`config.mk`:
```
export PLATFORM = sky130hd
export DESIGN_NAME = hps_frame_read_ctrl
export DESIGN_NICKNAME = d
export VERILOG_FILES = /design/src/rtl/hps_frame_read_ctrl.sv
export SDC_FILE = /design/constraint.sdc
export NUM_CORES = 1
export LEC_CHECK = 0
export BUFFER_PORTS_ARGS = -buffer_cell sky130_fd_sc_hd__buf_4
export CAP_MARGIN = 20
export CELL_PAD_IN_SITES_DETAIL_PLACEMENT = 1
export CELL_PAD_IN_SITES_GLOBAL_PLACEMENT = 1
export CORE_MARGIN = 2
export CORE_UTILIZATION = 37
export DETAILED_ROUTE_END_ITERATION = 10
export GPL_ROUTABILITY_DRIVEN = 1
export GPL_TIMING_DRIVEN = 0
export PLACE_DENSITY_LB_ADDON = 0.1
export SYNTH_ARGS = -nofsm -noshare
export SYNTH_HDL_FRONTEND = slang
export SYNTH_SLANG_ARGS = --single-unit
```
`constraint.sdc`:
```
create_clock -name iCLK -period 1.55 [get_ports iCLK]
set_input_delay 0.31 -clock iCLK [delete_from_list [all_inputs] [get_ports iCLK]]
set_output_delay 0.31 -clock iCLK [all_outputs]
set_load 0.02 [all_outputs]
```
`src/rtl/hps_frame_read_ctrl.sv`:
```
// hps_frame_read_ctrl: sequences one still-frame capture, then serves packed
// 8-pixel words from the SDRAM read FIFO to the HPS, one word per step edge.
//
// Ports:
//   iCLK, iRST_N     controller clock, async active-low reset
//   iHPS_START       HPS start level (async, synchronised here)
//   iHPS_STEP        HPS step toggle, each edge requests a word (async)
//   iCCD_FVAL        camera frame-valid level (async)
//   iRD_DATA         read FIFO data, [7:0] holds 8 packed pixels
//   oCAPTURE_EN      CCD capture enable
//   oRD_LOAD         1-cycle FIFO read address reload
//   oRD_REQ          1-cycle FIFO read strobe
//   oPIX_BYTE        last latched packed pixels
//   oROW, oCOL       line / word column of oPIX_BYTE
//   oACK             toggles once per served word
//   oDONE            whole frame served, held until start drops
//   oOVERRUN         sticky, step edge seen while busy
//   oSTATE           state encoding for LEDs
module hps_frame_read_ctrl #(
    parameter int H_WORDS        = 80,
    parameter int V_LINES        = 480,
    parameter int CAPTURE_FRAMES = 1,
    parameter int RD_LAT         = 1
) (
    input  logic        iCLK,
    input  logic        iRST_N,
    input  logic        iHPS_START,
    input  logic        iHPS_STEP,
    input  logic        iCCD_FVAL,
    input  logic [15:0] iRD_DATA,
    output logic        oCAPTURE_EN,
    output logic        oRD_LOAD,
    output logic        oRD_REQ,
    output logic [7:0]  oPIX_BYTE,
    output logic [8:0]  oROW,
    output logic [6:0]  oCOL,
    output logic        oACK,
    output logic        oDONE,
    output logic        oOVERRUN,
    output logic [2:0]  oSTATE
);

    localparam int FW = (CAPTURE_FRAMES < 2) ? 1 : $clog2(CAPTURE_FRAMES + 1);

    localparam logic [FW-1:0] FRAMES   = FW'(CAPTURE_FRAMES);
    localparam logic [8:0]    ROW_LAST = 9'(V_LINES - 1);
    localparam logic [6:0]    COL_LAST = 7'(H_WORDS - 1);
    localparam logic [1:0]    LAT_LAST = 2'(RD_LAT - 1);

    typedef enum logic [2:0] {
        IDLE     = 3'd0,
        ARM      = 3'd1,
        WAIT_SOF = 3'd2,
        WAIT_EOF = 3'd3,
        SERVE    = 3'd4,
        FETCH    = 3'd5,
        LATCH    = 3'd6,
        DONE     = 3'd7
    } state_t;

    state_t state, state_nxt;

    logic [1:0]    start_sr;
    logic [2:0]    step_sr;
    logic [2:0]    fval_sr;
    logic [8:0]    row;
    logic [6:0]    col;
    logic [FW-1:0] frame_cnt;
    logic [FW-1:0] frame_nxt;
    logic [1:0]    fetch_cnt;

    logic start_on;
    logic step_edge;
    logic fval_rise;
    logic fval_fall;
    logic last_word;
    logic do_latch;
    logic frame_inc;

    // Upper FIFO byte carries no pixel data.
    logic unused_hi;
    assign unused_hi = ^iRD_DATA[15:8];

    assign start_on  = start_sr[1];
    assign step_edge = step_sr[1] ^ step_sr[2];
    assign fval_rise = fval_sr[1] & ~fval_sr[2];
    assign fval_fall = ~fval_sr[1] & fval_sr[2];
    assign last_word = (row == ROW_LAST) && (col == COL_LAST);
    assign frame_nxt = frame_cnt + 1'b1;
    assign do_latch  = (state == LATCH) && start_on;
    assign frame_inc = (state == WAIT_EOF) && start_on && fval_fall;
    assign oSTATE    = state;

    always_ff @(posedge iCLK or negedge iRST_N) begin
        if (!iRST_N) begin
            state <= IDLE;
        end else begin
            state <= state_nxt;
        end
    end

    // Losing start overrides everything: strobes are suppressed in that
    // cycle so an abort never issues a read.
    always_comb begin
        state_nxt   = state;
        oRD_LOAD    = 1'b0;
        oRD_REQ     = 1'b0;
        oCAPTURE_EN = 1'b0;
        oDONE       = 1'b0;
        if (state != IDLE && !start_on) begin
            state_nxt = IDLE;
        end else begin
            unique case (state)
                IDLE: begin
                    if (start_on) state_nxt = ARM;
                end
                ARM: begin
                    oRD_LOAD  = 1'b1;
                    state_nxt = WAIT_SOF;
                end
                WAIT_SOF: begin
                    oCAPTURE_EN = 1'b1;
                    if (fval_rise) state_nxt = WAIT_EOF;
                end
                WAIT_EOF: begin
                    oCAPTURE_EN = 1'b1;
                    if (fval_fall) begin
                        if (frame_nxt == FRAMES) state_nxt = SERVE;
                        else                     state_nxt = WAIT_SOF;
                    end
                end
                SERVE: begin
                    if (step_edge) state_nxt = FETCH;
                end
                FETCH: begin
                    oRD_REQ = (fetch_cnt == 2'd0);
                    if (fetch_cnt == LAT_LAST) state_nxt = LATCH;
                end
                LATCH: begin
                    state_nxt = last_word ? DONE : SERVE;
                end
                DONE: begin
                    oDONE = 1'b1;
                end
            endcase
        end
    end

    always_ff @(posedge iCLK or negedge iRST_N) begin
        if (!iRST_N) begin
            start_sr  <= '0;
            step_sr   <= '0;
            fval_sr   <= '0;
            row       <= '0;
            col       <= '0;
            frame_cnt <= '0;
            fetch_cnt <= '0;
            oPIX_BYTE <= '0;
            oROW      <= '0;
            oCOL      <= '0;
            oACK      <= 1'b0;
            oOVERRUN  <= 1'b0;
        end else begin
            start_sr <= {start_sr[0], iHPS_START};
            step_sr  <= {step_sr[1:0], iHPS_STEP};
            fval_sr  <= {fval_sr[1:0], iCCD_FVAL};

            fetch_cnt <= (state == FETCH) ? fetch_cnt + 2'd1 : 2'd0;

            if (state == ARM) begin
                row       <= '0;
                col       <= '0;
                frame_cnt <= '0;
                oOVERRUN  <= 1'b0;
            end

            if (frame_inc) frame_cnt <= frame_nxt;

            if (do_latch) begin
                oPIX_BYTE <= iRD_DATA[7:0];
                oROW      <= row;
                oCOL      <= col;
                oACK      <= ~oACK;
                if (col == COL_LAST) begin
                    col <= '0;
                    if (row != ROW_LAST) row <= row + 9'd1;
                end else begin
                    col <= col + 7'd1;
                end
            end

            // A step edge outside SERVE is dropped, not queued.
            if (step_edge && !(state inside {IDLE, SERVE, DONE}))
                oOVERRUN <= 1'b1;
        end
    end

endmodule

```
Word level (Yosys, flattened, before mapping)
Index checks and enable logic that the tools add are counted.
Storage, ports and cells
  logic and storage cells: 84
  input bits: 21
  register bits: 56
  output and inout port bits: 33
Operators by class
  reductions and logical operators: 18
  $add $sub $neg: 4
  equality and inequality tests: 15
  bitwise logic cells: 6
  mux-type cells: 28
Operators with widths (count)
  $mux W9: 4
  $mux W3: 7
  $mux W7: 3
  $pmux W3 S7: 1
  $eq A3 B3 Y1 const B: 4
  $ne A3 B3 Y1 const B: 4
  $mux W1: 11
  $add A9 B1 Y9 const B: 1
  $eq A9 B9 Y1 const B: 1
  $ne A9 B9 Y1 const B: 1
  $reduce_bool A8 Y1: 1
  $add A7 B1 Y7 const B: 1
  $eq A7 B7 Y1 const B: 1
  $eq A3 B2 Y1 const B: 2
  $logic_and A1 B1 Y1: 6
  $reduce_and A6 Y1: 1
  $reduce_bool A2 Y1: 3
  $reduce_bool A3 Y1: 2
  $mux W2: 2
  $eq A3 B1 Y1 const B: 1
  $logic_not A3 Y1: 1
  $ne A3 B2 Y1 const B: 1
  $not A1 Y1: 3
  $add A2 B1 Y2 const B: 1
  6 further kinds: 8

Depth between registers and ports, before layout
  depth in word-level cells: 5
  depth in mapped cells: 6

Worst setup path before layout
No wires, ideal clock.
  path kind: flip-flop to flip-flop
  start point: register state[1], in the netlist oSTATE[1]
  end point: register row[3]
  slack: -130 ps
  stages on the path, launching flop included: 7
  clock period less this slack: 1680 ps
  path buffers: 2
  data required time: 1430 ps
  data arrival time: 1560 ps
  path through: dfrtp_1 clkbuf_2 and4b_1 nand3_1 buf_2 o311a_1 a41o_1
On the way
  cells in the longest elaborated chain, start to end: 5
RTL lines
  start: declaration: RTL line 61  | state_t state, state_nxt;
  start signal: assignment: RTL line 98  | state <= state_nxt;
  $eq A3 B1 Y1: RTL line 170  | if (state == ARM) begin
  $mux W9: RTL line 170
  $mux W9: RTL line 186  | if (row != ROW_LAST) row <= row + 9'd1;
  $mux W9: RTL line 184  | if (col == COL_LAST) begin
  $mux W9 (*): RTL line 179  | if (do_latch) begin
  end signal: assignment: RTL line 186
  end: declaration: RTL line 66  | logic [8:0] row;
Mark *: on every way between the ends. The rest lies on a longest branch, timed or not.
A chain may end at the register's enable or synchronous reset.

Worst setup path after layout
  start point: register state[0], in the netlist oSTATE[0]
  end point: register state[1], in the netlist oSTATE[1]
On the way
  cells in the longest elaborated chain, start to end: 4
RTL lines
  $reduce_bool A3 Y1: RTL line 110  | if (state != IDLE && !start_on) begin
  $logic_and A1 B1 Y1: RTL line 110
  $reduce_bool A8 Y1 (no source line), or another cell as far along
  $reduce_and A6 Y1 (no source line)
Parallel ways exist; a longest one is shown, timed or not.

==> qor.yml <==
synth_cell_types: 50
yosys.area_share.simple_pct: 25.9
rsz0062_at_grt: "true"
status: "complete, but fails checks"
slowest_stage: "dfrtp_2"
hold_ws_ns: 0.0382
core_area_mm2: 0.00668
drv_cap: 0
synthMuxAreaShare_pct: 1.59
initial_utilization_pct: 37.7
nFillCells: 740
hold_buffers: 0
slowest_delay_ns: 0.42
ios: 54
antenna_found_initial: 0
dieWidth_um: 86.5
slew_headroom_pct: 52.9
hpwlAfterDp_mm: 4.28
synth-seq-area-share_pct: 55.6
synthesis.nets: 290
synth_xor_area_share_pct: 0.695
worstPathArrival_ns: 1.83
crit_family: "compound AO/OA/AOI/OAI gates"
worstPathRequired_ns: 1.73
row_count: 30
gp_congestion: 0.833
cts_max_path_buffers: 2
cellPowerDensity_mw_per_mm2: 846
drc: 0
fmaxAchievable_mhz: 607
r2r_end: "oSTATE[1]"
r2r_slack_ns: -0.1
vias: 2261
yosys.area_share.adder_pct: 1.89
fin_skew_ns: 0.00886
critPathLaunchType: "flop"
setup_slack_ns: -0.0988
nNetsFinal: 382
synth-seq-cells: 56
dieArea_mm2: 0.00749
drv_slew: 0
post_route_cells_drive_above_1_share_pct: 43.3
hold_violations: 0
cts_tree: "yes"
criticalPathCategory: "flop to flop"
synth.avg_cell_area_um2: 9.48
first_pass_iters: 4
wirelength_mm: 7.08
critPathBufInv: 2
grt_pass1_vias: 2290
htreeDepth: 2
numCtsBuffers: 5
synth_top_family_by_area: "simple AND/OR/NAND/NOR gates"
violations: "setup timing"
worst_r2r_path_depth: 6
cts-root-buf: "clkbuf_8"
grt_pass1_wl_mm: 11.4
grt_usage_pct: 19.3
grt_overflow: 0
reg2reg_from: "oSTATE[0]"
fin_crit_sh_pct: 106
fin_crit_ns: 1.65
area_delta_synth_final_pct: 47.0
p_leak_uw: 0.00175
path_clk_slew_ns: 0.10
drtIter0Drc: 86
grt_max_degree: 57
cts_sinks: 56
clk_latency_ns: 0.31
path_cells: "buf_6 > buf_4 > nor2b_1 > nor2_1 > o41ai_2 > a221oi_2"
synth_compound_area_share_pct: 11.0
io_buffers: 45
netlist_instances: 266
hold_class: "input pin to async pin"
yosys_warnings: 0
finalSetupViolCount: 15
cp-end-kind: "flop"
syn_area_mm2: 0.00252
finalSetupTns_ns: -0.728
ir_worst_vdd_uv: 536
path_max_fanout: 4
vias_per_cell: 5.16
die_h_um: 86.5
num_antenna_cells: 0
worst_slew_pin_slew_ns: 0.707
post_drt_wl_per_cell_um: 16.2
ant_nets: 0
-- Yosys cell counts (all sizes together) --
cell type | n | share of area, %
or4 | 3 | 0.89
a211oi | 1 | 0.30
a2111oi | 2 | 0.74
nor3 | 5 | 1.2
o22ai | 1 | 0.25
or3 | 3 | 0.74
xnor2 | 1 | 0.35
nand3 | 8 | 1.6
or3b | 1 | 0.35
and3 | 2 | 0.50
nor3b | 5 | 1.7
a21oi | 5 | 0.99
o41ai | 2 | 0.69
inv | 8 | 1.2
o311a | 1 | 0.40
ha | 3 | 1.5
nor2b | 3 | 0.74
buf | 8 | 1.6
and4 | 1 | 0.35
o21ai | 14 | 2.8
dfrtp | 56 | 56
o31ai | 5 | 1.5
nand4 | 4 | 0.99
a22o | 2 | 0.69
o211ai | 1 | 0.30
a2bb2oi | 1 | 0.35
nor4b | 1 | 0.35
and2 | 1 | 0.25
a221oi | 1 | 0.60
nor2 | 12 | 1.8
a211o | 1 | 0.35
a22oi | 1 | 0.30
nand4b | 1 | 0.35
nor4 | 1 | 0.50
maj3 | 1 | 0.40
clkbuf | 4 | 0.64
or2 | 1 | 0.25
a41o | 1 | 0.40
and4b | 1 | 0.40
mux2i | 4 | 1.6
xor2 | 1 | 0.35
a31o | 1 | 0.35
nand2 | 87 | 13
-- state kept, by name, indices dropped and copies added (netlist names) --
name	count
col	7
fetch_cnt	2
frame_cnt	1
fval_sr	3
oACK	1
oCOL	7
oOVERRUN	1
oPIX_BYTE	8
oROW	9
oSTATE	3
row	9
start_sr	2
step_sr	3
-- stage by stage --
| stage | total power, µW | area, µm² | std cells | util (%) | setup WS, ns |
|---|---|---|---|---|---|
| global placement | 2150 | 3010 | 391 | 45.1 | -0.226 |
| floorplan | 1920 | 2580 | 266 | - | -0.0224 |
| global route | 3300 | 3710 | 438 | 55.5 | -0.185 |
| CTS | 3050 | 3420 | 422 | 51.2 | -0.150 |
| finish | 3140 | 3710 | 438 | 55.5 | -0.0988 |
| detailed placement | 2160 | 3010 | 391 | 45.1 | -0.294 |
-- power by group --
| part | internal (µW) | switching, µW | total, µW | leakage [µW] |
|---|---|---|---|---|
| sequential | 1530 | 56.6 | 1590 | 0.000707 |
| combinational | 362 | 427 | 789 | 0.00100 |
| clock | 309 | 450 | 759 | 0.0000410 |
-- cell type report --
type | instances | area [µm²] | area share, %
repair buffers | 86 | 679 | 18.3
clock buffers | 6 | 72.6 | 1.96
plain buffers | 11 | 129 | 3.48
clock inverters | 1 | 5.00 | 0.135
flip-flops and latches | 56 | 1410 | 38.1
inverters | 8 | 30.0 | 0.810
well taps | 80 | 100 | 2.70
multi-input cells | 190 | 1280 | 34.5
-- cells in the final DEF (no fill, tap or decap), types with 3 or more instances in the layout --
master and instances:
mux2i_1 4, o21ai_1 4, o21ai_2 5, buf_6 13
o21ai_0 5, clkbuf_8 6, dfrtp_2 8, buf_4 76
o31ai_1 5, nor2_1 5, dfrtp_1 48, nand2_2 4
nand3_1 5, nand4_1 4, nand2_1 82, buf_2 3
nor2_4 4, nor2_2 3, a21oi_1 4, inv_1 8
-- worst max path at each step --
stage | start | endpoint | slack (ns) | cells after the start
6_report | oSTATE[0] | oSTATE[1] | -0.1 | 6
5_1_grt | fetch_cnt[0] | oSTATE[1] | -0.18 | 6
4_1_cts | oSTATE[0] | oSTATE[1] | -0.15 | 5
3_5_place_dp | row[0] | oSTATE[1] | -0.29 | 6
3_3_place_gp | row[0] | oSTATE[1] | -0.23 | 6
2_1_floorplan | oSTATE[1] | row[3] | -0.02 | 6
-- metal layers --
| layer | GRT usage (%) | up-vias | wire [µm] |
|---|---|---|---|
| met3 | 3.24 | 6 | 196 |
| li1 | - | 1098 | - |
| met4 | 5.11 | 0 | 63 |
| met2 | 32.1 | 35 | 3690 |
| met1 | 26.0 | 1122 | 3130 |
| met5 | 0 | - | 0 |
-- what timing repair did --
item	in CTS	in global routing
cloned	1	0
pin swaps	9	21
setup buffers	25	16
endpoints found under the setup margin	48	32
gates resized for setup	44	51
-- kinds of logic after synthesis --
| group | count (synthesis) |
|---|---|
| XOR/XNOR | 2 |
| multiplexers | 4 |
| adder cells (fa/ha/maj) | 4 |
| AO/OA/AOI/OAI | 40 |
| flip-flops | 56 |
| buffers and inverters | 20 |
| AND/OR/NAND/NOR | 140 |
Note: power is estimated with default switching activity, not from simulation.
